==> src/rtl/p16_pkg.sv <==
// Shared constants and meter state type for the 16-sample-per-clock datapath
// (generator, serializer and edge period meter).
package p16_pkg;

  localparam int SAMPLES_PER_WORD = 16;
  localparam int SUB_BITS         = 4;

  typedef enum logic [1:0] {
    HUNT,
    ARMED,
    TRACK
  } meter_state_t;

endpackage

==> src/rtl/p16_first_rise_finder.sv <==
// Combinational search for the earliest 0->1 transition in a 16-sample word,
// using the last sample of the previous word as the sample before s[0].
module p16_first_rise_finder
  import p16_pkg::*;
(
  input  logic                        prev,
  input  logic [SAMPLES_PER_WORD-1:0] word,
  output logic                        found,
  output logic [SUB_BITS-1:0]         index
);

  // ext[SAMPLES_PER_WORD-i] is s[i-1] and ext[SAMPLES_PER_WORD-1-i] is s[i]
  logic [SAMPLES_PER_WORD:0] ext;

  assign ext = {prev, word};

  // Scan from the latest sample down so the earliest edge is the final write
  always_comb begin
    found = 1'b0;
    index = '0;
    for (int i = SAMPLES_PER_WORD - 1; i >= 0; i--) begin
      if (!ext[SAMPLES_PER_WORD-i] && ext[SAMPLES_PER_WORD-1-i]) begin
        found = 1'b1;
        index = SUB_BITS'(i);
      end
    end
  end

endmodule

==> src/rtl/p16_edge_period_meter.sv <==
// Measures rising-edge to rising-edge period, in sample units, of a stream of
// 16-sample words and drives a period/strobe pair for the signal generator.
module p16_edge_period_meter
  import p16_pkg::*;
#(
  parameter int PERIOD_WIDTH  = 32,
  parameter int MIN_PERIOD    = 16,
  parameter int TIMEOUT_WORDS = 4096
) (
  input  logic                        clock,
  input  logic                        reset,
  input  logic [SAMPLES_PER_WORD-1:0] p_in,
  input  logic                        p_in_valid,
  output logic [PERIOD_WIDTH-1:0]     period_out,
  output logic                        period_valid,
  output logic                        locked,
  output logic                        timeout
);

  localparam int WORD_BITS = PERIOD_WIDTH - SUB_BITS;
  localparam int TO_BITS   = $clog2(TIMEOUT_WORDS + 1);

  meter_state_t            state;
  logic [WORD_BITS-1:0]    word_count;
  logic                    prev_sample;
  logic [PERIOD_WIDTH-1:0] ts_last;
  logic [PERIOD_WIDTH-1:0] ts_edge;
  logic [PERIOD_WIDTH-1:0] candidate;
  logic [TO_BITS-1:0]      timeout_count;
  logic [TO_BITS-1:0]      timeout_next;
  logic                    edge_found;
  logic [SUB_BITS-1:0]     edge_index;
  logic                    accept;

  p16_first_rise_finder u_finder (
    .prev  (prev_sample),
    .word  (p_in),
    .found (edge_found),
    .index (edge_index)
  );

  // Timestamps are modular, so subtraction stays correct across word_count wrap
  assign ts_edge      = {word_count, edge_index};
  assign candidate    = ts_edge - ts_last;
  assign accept       = edge_found &&
                        ((state == HUNT) || (candidate >= PERIOD_WIDTH'(MIN_PERIOD)));
  assign timeout_next = timeout_count + TO_BITS'(1);

  always_ff @(posedge clock) begin
    if (reset) begin
      state         <= HUNT;
      word_count    <= '0;
      prev_sample   <= 1'b1;
      ts_last       <= '0;
      timeout_count <= '0;
      period_out    <= '0;
      period_valid  <= 1'b0;
      locked        <= 1'b0;
      timeout       <= 1'b0;
    end else begin
      period_valid <= 1'b0;
      timeout      <= 1'b0;
      if (p_in_valid) begin
        word_count  <= word_count + WORD_BITS'(1);
        prev_sample <= p_in[0];
        if (accept) begin
          ts_last       <= ts_edge;
          timeout_count <= '0;
          if (state == HUNT) begin
            state  <= ARMED;
            locked <= 1'b0;
          end else begin
            period_out   <= candidate;
            period_valid <= 1'b1;
            state        <= TRACK;
            locked       <= 1'b1;
          end
        end else if (state != HUNT) begin
          // An accepted edge in the same word already took the branch above
          if (timeout_next == TO_BITS'(TIMEOUT_WORDS)) begin
            timeout       <= 1'b1;
            state         <= HUNT;
            locked        <= 1'b0;
            timeout_count <= '0;
          end else begin
            timeout_count <= timeout_next;
          end
        end
      end
    end
  end

endmodule

==> config.mk <==
export PLATFORM = sky130hd
export DESIGN_NAME = p16_edge_period_meter
export DESIGN_NICKNAME = d
export VERILOG_FILES = /design/src/rtl/p16_pkg.sv /design/src/rtl/p16_first_rise_finder.sv /design/src/rtl/p16_edge_period_meter.sv
export SDC_FILE = /design/constraint.sdc
export NUM_CORES = 1
export LEC_CHECK = 0
export ABC_AREA = 1
export ABC_CLOCK_PERIOD_IN_PS = 5700
export BUFFER_PORTS_ARGS = -buffer_cell sky130_fd_sc_hd__buf_2
export CORE_ASPECT_RATIO = 1.2
export CORE_MARGIN = 2
export CORE_UTILIZATION = 65
export DETAILED_ROUTE_END_ITERATION = 16
export PLACE_DENSITY = 0.84
export SETUP_SLACK_MARGIN = 0.1
export SLEW_MARGIN = 20
export SYNTH_ARGS = -nofsm -noshare
export SYNTH_HDL_FRONTEND = slang
export SYNTH_HIERARCHICAL = 1
export SYNTH_SLANG_ARGS = --single-unit
==> constraint.sdc <==
create_clock -name clock -period 5.7 [get_ports clock]
set_clock_uncertainty 0.1 [all_clocks]
set_input_delay 0 -clock clock [delete_from_list [all_inputs] [get_ports clock]]
set_output_delay 0 -clock clock [all_outputs]
set_load 0.005 [all_outputs]
==> flow_metrics.py <==
metrics = {
    "logic_synthesis": {
        "syn_avg_cell_area_um2": 5.73,
        "synthesis.area_um2": 7800,
        "ys_ff_latch": 110,
        "yosysTopAreaCell": "dfxtp_1",
        "synthTopCellsByArea": "dfxtp_1, nand2_1, inv_1, nor2_1, ha_1",
        "ys_warn_count": 6,
        "synth_top_cell_area_share": 0.282,
        "yosys.cell_types.count": 37,
        "synthCells": 1361,
        "syn-num-nets": 1414,
        "ys_seq_area_frac": 0.282,
    },
    "clock_network": {
        "cts-root-buf": "clkbuf_16",
        "clock_latency_ps": 350,
        "cts.path.max_buffers": 2,
        "tritoncts": "built",
        "clock-sinks": 110,
        "htreeDepth": 3,
        "clk_pin_slew_ps": 70,
        "post_cts_buffers": 0,
        "cts_buffers": 9,
    },
    "hold_path": {
        "min_path_type": "input pin to flip-flop",
        "whs_endpoint": "ts_last[0]",
        "hold_depth": 6,
        "min_from": "p_in[15]",
    },
    "layout": {
        "n_fill_cell": 1070,
        "final_common_cell": "nand2_1",
        "multi_input_area_um2": 4460,
        "seqCellArea_um2": 2200,
        "antenna_cells": 0,
        "syn_to_final_growth_pct": 8.39,
        "utilization": 0.728,
        "final_cell_mix": "nand2_1, inv_1, nor2_1, dfxtp_1, nand3_1",
        "final_layout_size_suffix_gt1_frac": 0.0682,
        "nets": 1455,
    },
    "route": {
        "vias": 7759,
        "drt-total-wl_um": 18100,
        "first_pass_iters": 5,
        "initialDrtViolationCount": 474,
        "drc_errors": 0,
        "antenna_left": 0,
        "avgViaCountPerCell": 4.96,
        "routedWlPerCell_um": 11.6,
    },
    "floorplanning": {
        "core_region_area_um2": 11600,
        "initial_core_util": 0.672,
        "row_count": 43,
        "die-area_um2": 12900,
        "ios": 54,
        "die_h_um": 124,
        "die_w_um": 104,
    },
    "worst_setup_path": {
        "critical_path.max_fanout": 63,
        "crit_top_cell": "nand2_1",
        "reg2reg_from": "prev_sample",
        "cpPeakStageDelay_ps": 540,
        "arrival_ps": 4170,
        "reg2reg_depth": 24,
        "critPathLaunch": "p_in[0]",
        "endpoint_kind": "flip-flop",
        "reg2reg_slack_ps": 1880,
        "cp_slowest_cell": "dlygate4sd3_1",
        "crit_path_start_kind": "input pin",
        "path_class": "input pin to flip-flop",
        "r2r-end": "ts_last[20]",
        "cp.required_ps": 5840,
    },
    "timing": {
        "setup_viol": 0,
        "tightest_slew_ps": 885,
        "rsz0062_at_grt": "no",
        "layout_worst_path_cycle_share": 0.707,
        "max-slew-margin-rel": 0.408,
        "final.setup.tns_ps": 0,
        "fin_crit_ps": 4030,
        "worst_slack_ps": 1670,
        "finalHoldViolCount": 0,
        "timing.hold.ws_ps": 26.2,
        "drv_slew": 0,
        "fmax_mhz": 248,
    },
    "pwr": {
        "powerDensity_nw_per_um2": 228,
        "p_seq_frac": 0.428,
        "p_int_uw": 1320,
        "switchingPower_uw": 610,
        "max-vdd-ir-drop_mv": 0.125,
        "switching_share": 0.317,
        "p_clk_frac": 0.338,
        "p_comb_frac": 0.235,
        "leakagePower_uw": 0.00464,
    },
    "grt": {
        "top_usage_layer": "met2",
        "track_usage": 0.294,
        "grt_pass1_wl_um": 31100,
        "antenna_found_initial": 0,
        "grt_use_met1": 0.359,
        "grt_remaining_overflow": 0,
        "grt_pass1_vias": 7121,
        "grt_start_max_net_pins": 65,
        "grt_util_met2": 0.530,
        "grt_use_met3": 0.0366,
    },
    "run_status": {
        "status": "complete, no violations",
    },
    "job": {
        "drv_cap": 0,
    },
    "place": {
        "io_buffer_count": 53,
        "dpl_worst_slack_ps": 1980,
        "place.gp.congestion": 0.945,
        "dp_hpwl_um": 13800,
    },
}
[cell type report]
class                      instances  area share
sequential                       110       0.260
timing repair buffer              58      0.0370
clock inverter                     5     0.00769
inverter                         261       0.116
multi-input combinational        962       0.527
tap                              157      0.0232
clock buffer                      11      0.0287
[per-layer routing]
metal | part of all wire | wire [µm]
met1 | 0.46 | 8320
met2 | 0.46 | 8390
met3 | 0.044 | 789
met4 | 0.032 | 578
met5 | 0 | 0
[worst max-delay path by stage]
stage / end / cells past startpoint
2_1_floorplan: period_out[12] / 27
3_5_place_dp: period_out[19] / 27
4_1_cts: period_out[19] / 28
6_report: ts_last[20] / 28
3_3_place_gp: period_out[19] / 27
5_1_grt: ts_last[4] / 28
[cell usage after synthesis, drive strengths merged]
cell type / n
a21boi: 1
a21oi: 52
and2: 6
buf: 18
clkbuf: 10
clkinv: 1
dfxtp: 110
fa: 1
ha: 33
inv: 260
nand2: 469
nand3: 72
nand3b: 9
nand4: 14
nor2: 225
nor3: 24
nor3b: 1
nor4: 7
o21ai: 19
o21bai: 1
or2: 3
xnor2: 3
xor2: 22
[per-stage QoR]
stage,cell area (µm²),std cells,total power [µW]
after floorplan,7800,1361,1180
after global placement,8110,1544,1270
after detailed placement,8110,1544,1280
after CTS,8460,1564,1930
after global routing,8460,1564,2040
final,8460,1564,1930
[logic make-up (layout without fill, tap and decap cells)]
family | after synthesis | in the layout | synth area share
AOI/OAI and AO/OA | 73 | 73 | 0.0489
xor gates and xnor gates | 25 | 25 | 0.0281
adders and majority gates | 34 | 34 | 0.0555
buffers and inverters | 289 | 335 | 0.146
DFF | 110 | 110 | 0.282
and+or+nand+nor | 830 | 830 | 0.439
[power groups by stage]
| stage | registers [µW] | logic [µW] | clock network (µW) |
|---|---|---|---|
| 6_report | 823 | 452 | 650 |
| 5_1_grt | 828 | 519 | 693 |
| 4_1_cts | 824 | 448 | 662 |
| 3_5_place_dp | 841 | 440 | 0 |
| 3_3_place_gp | 839 | 435 | 0 |
| 2_1_floorplan | 843 | 334 | 0 |
[state kept, by name (all words and copies together) (netlist names), 13 cells and up]
name           count
period_out        32
timeout_count     13
ts_last           32
word_count        28
[critical path, delay by kind of cell]
family	cells	cell delay (ps)
and+or+nand+nor	17	2070
xor gates and xnor gates	1	220
buffers and inverters	5	900
AOI/OAI and AO/OA	3	300
adders and majority gates	2	610
[timing repair]
action | 4_1_cts | 5_1_grt
endpoints found under the hold margin | 6 | 0
hold buffers | 4 | 0
gates resized for setup | 0 | 0
Note: power is estimated with default switching activity, not from simulation.
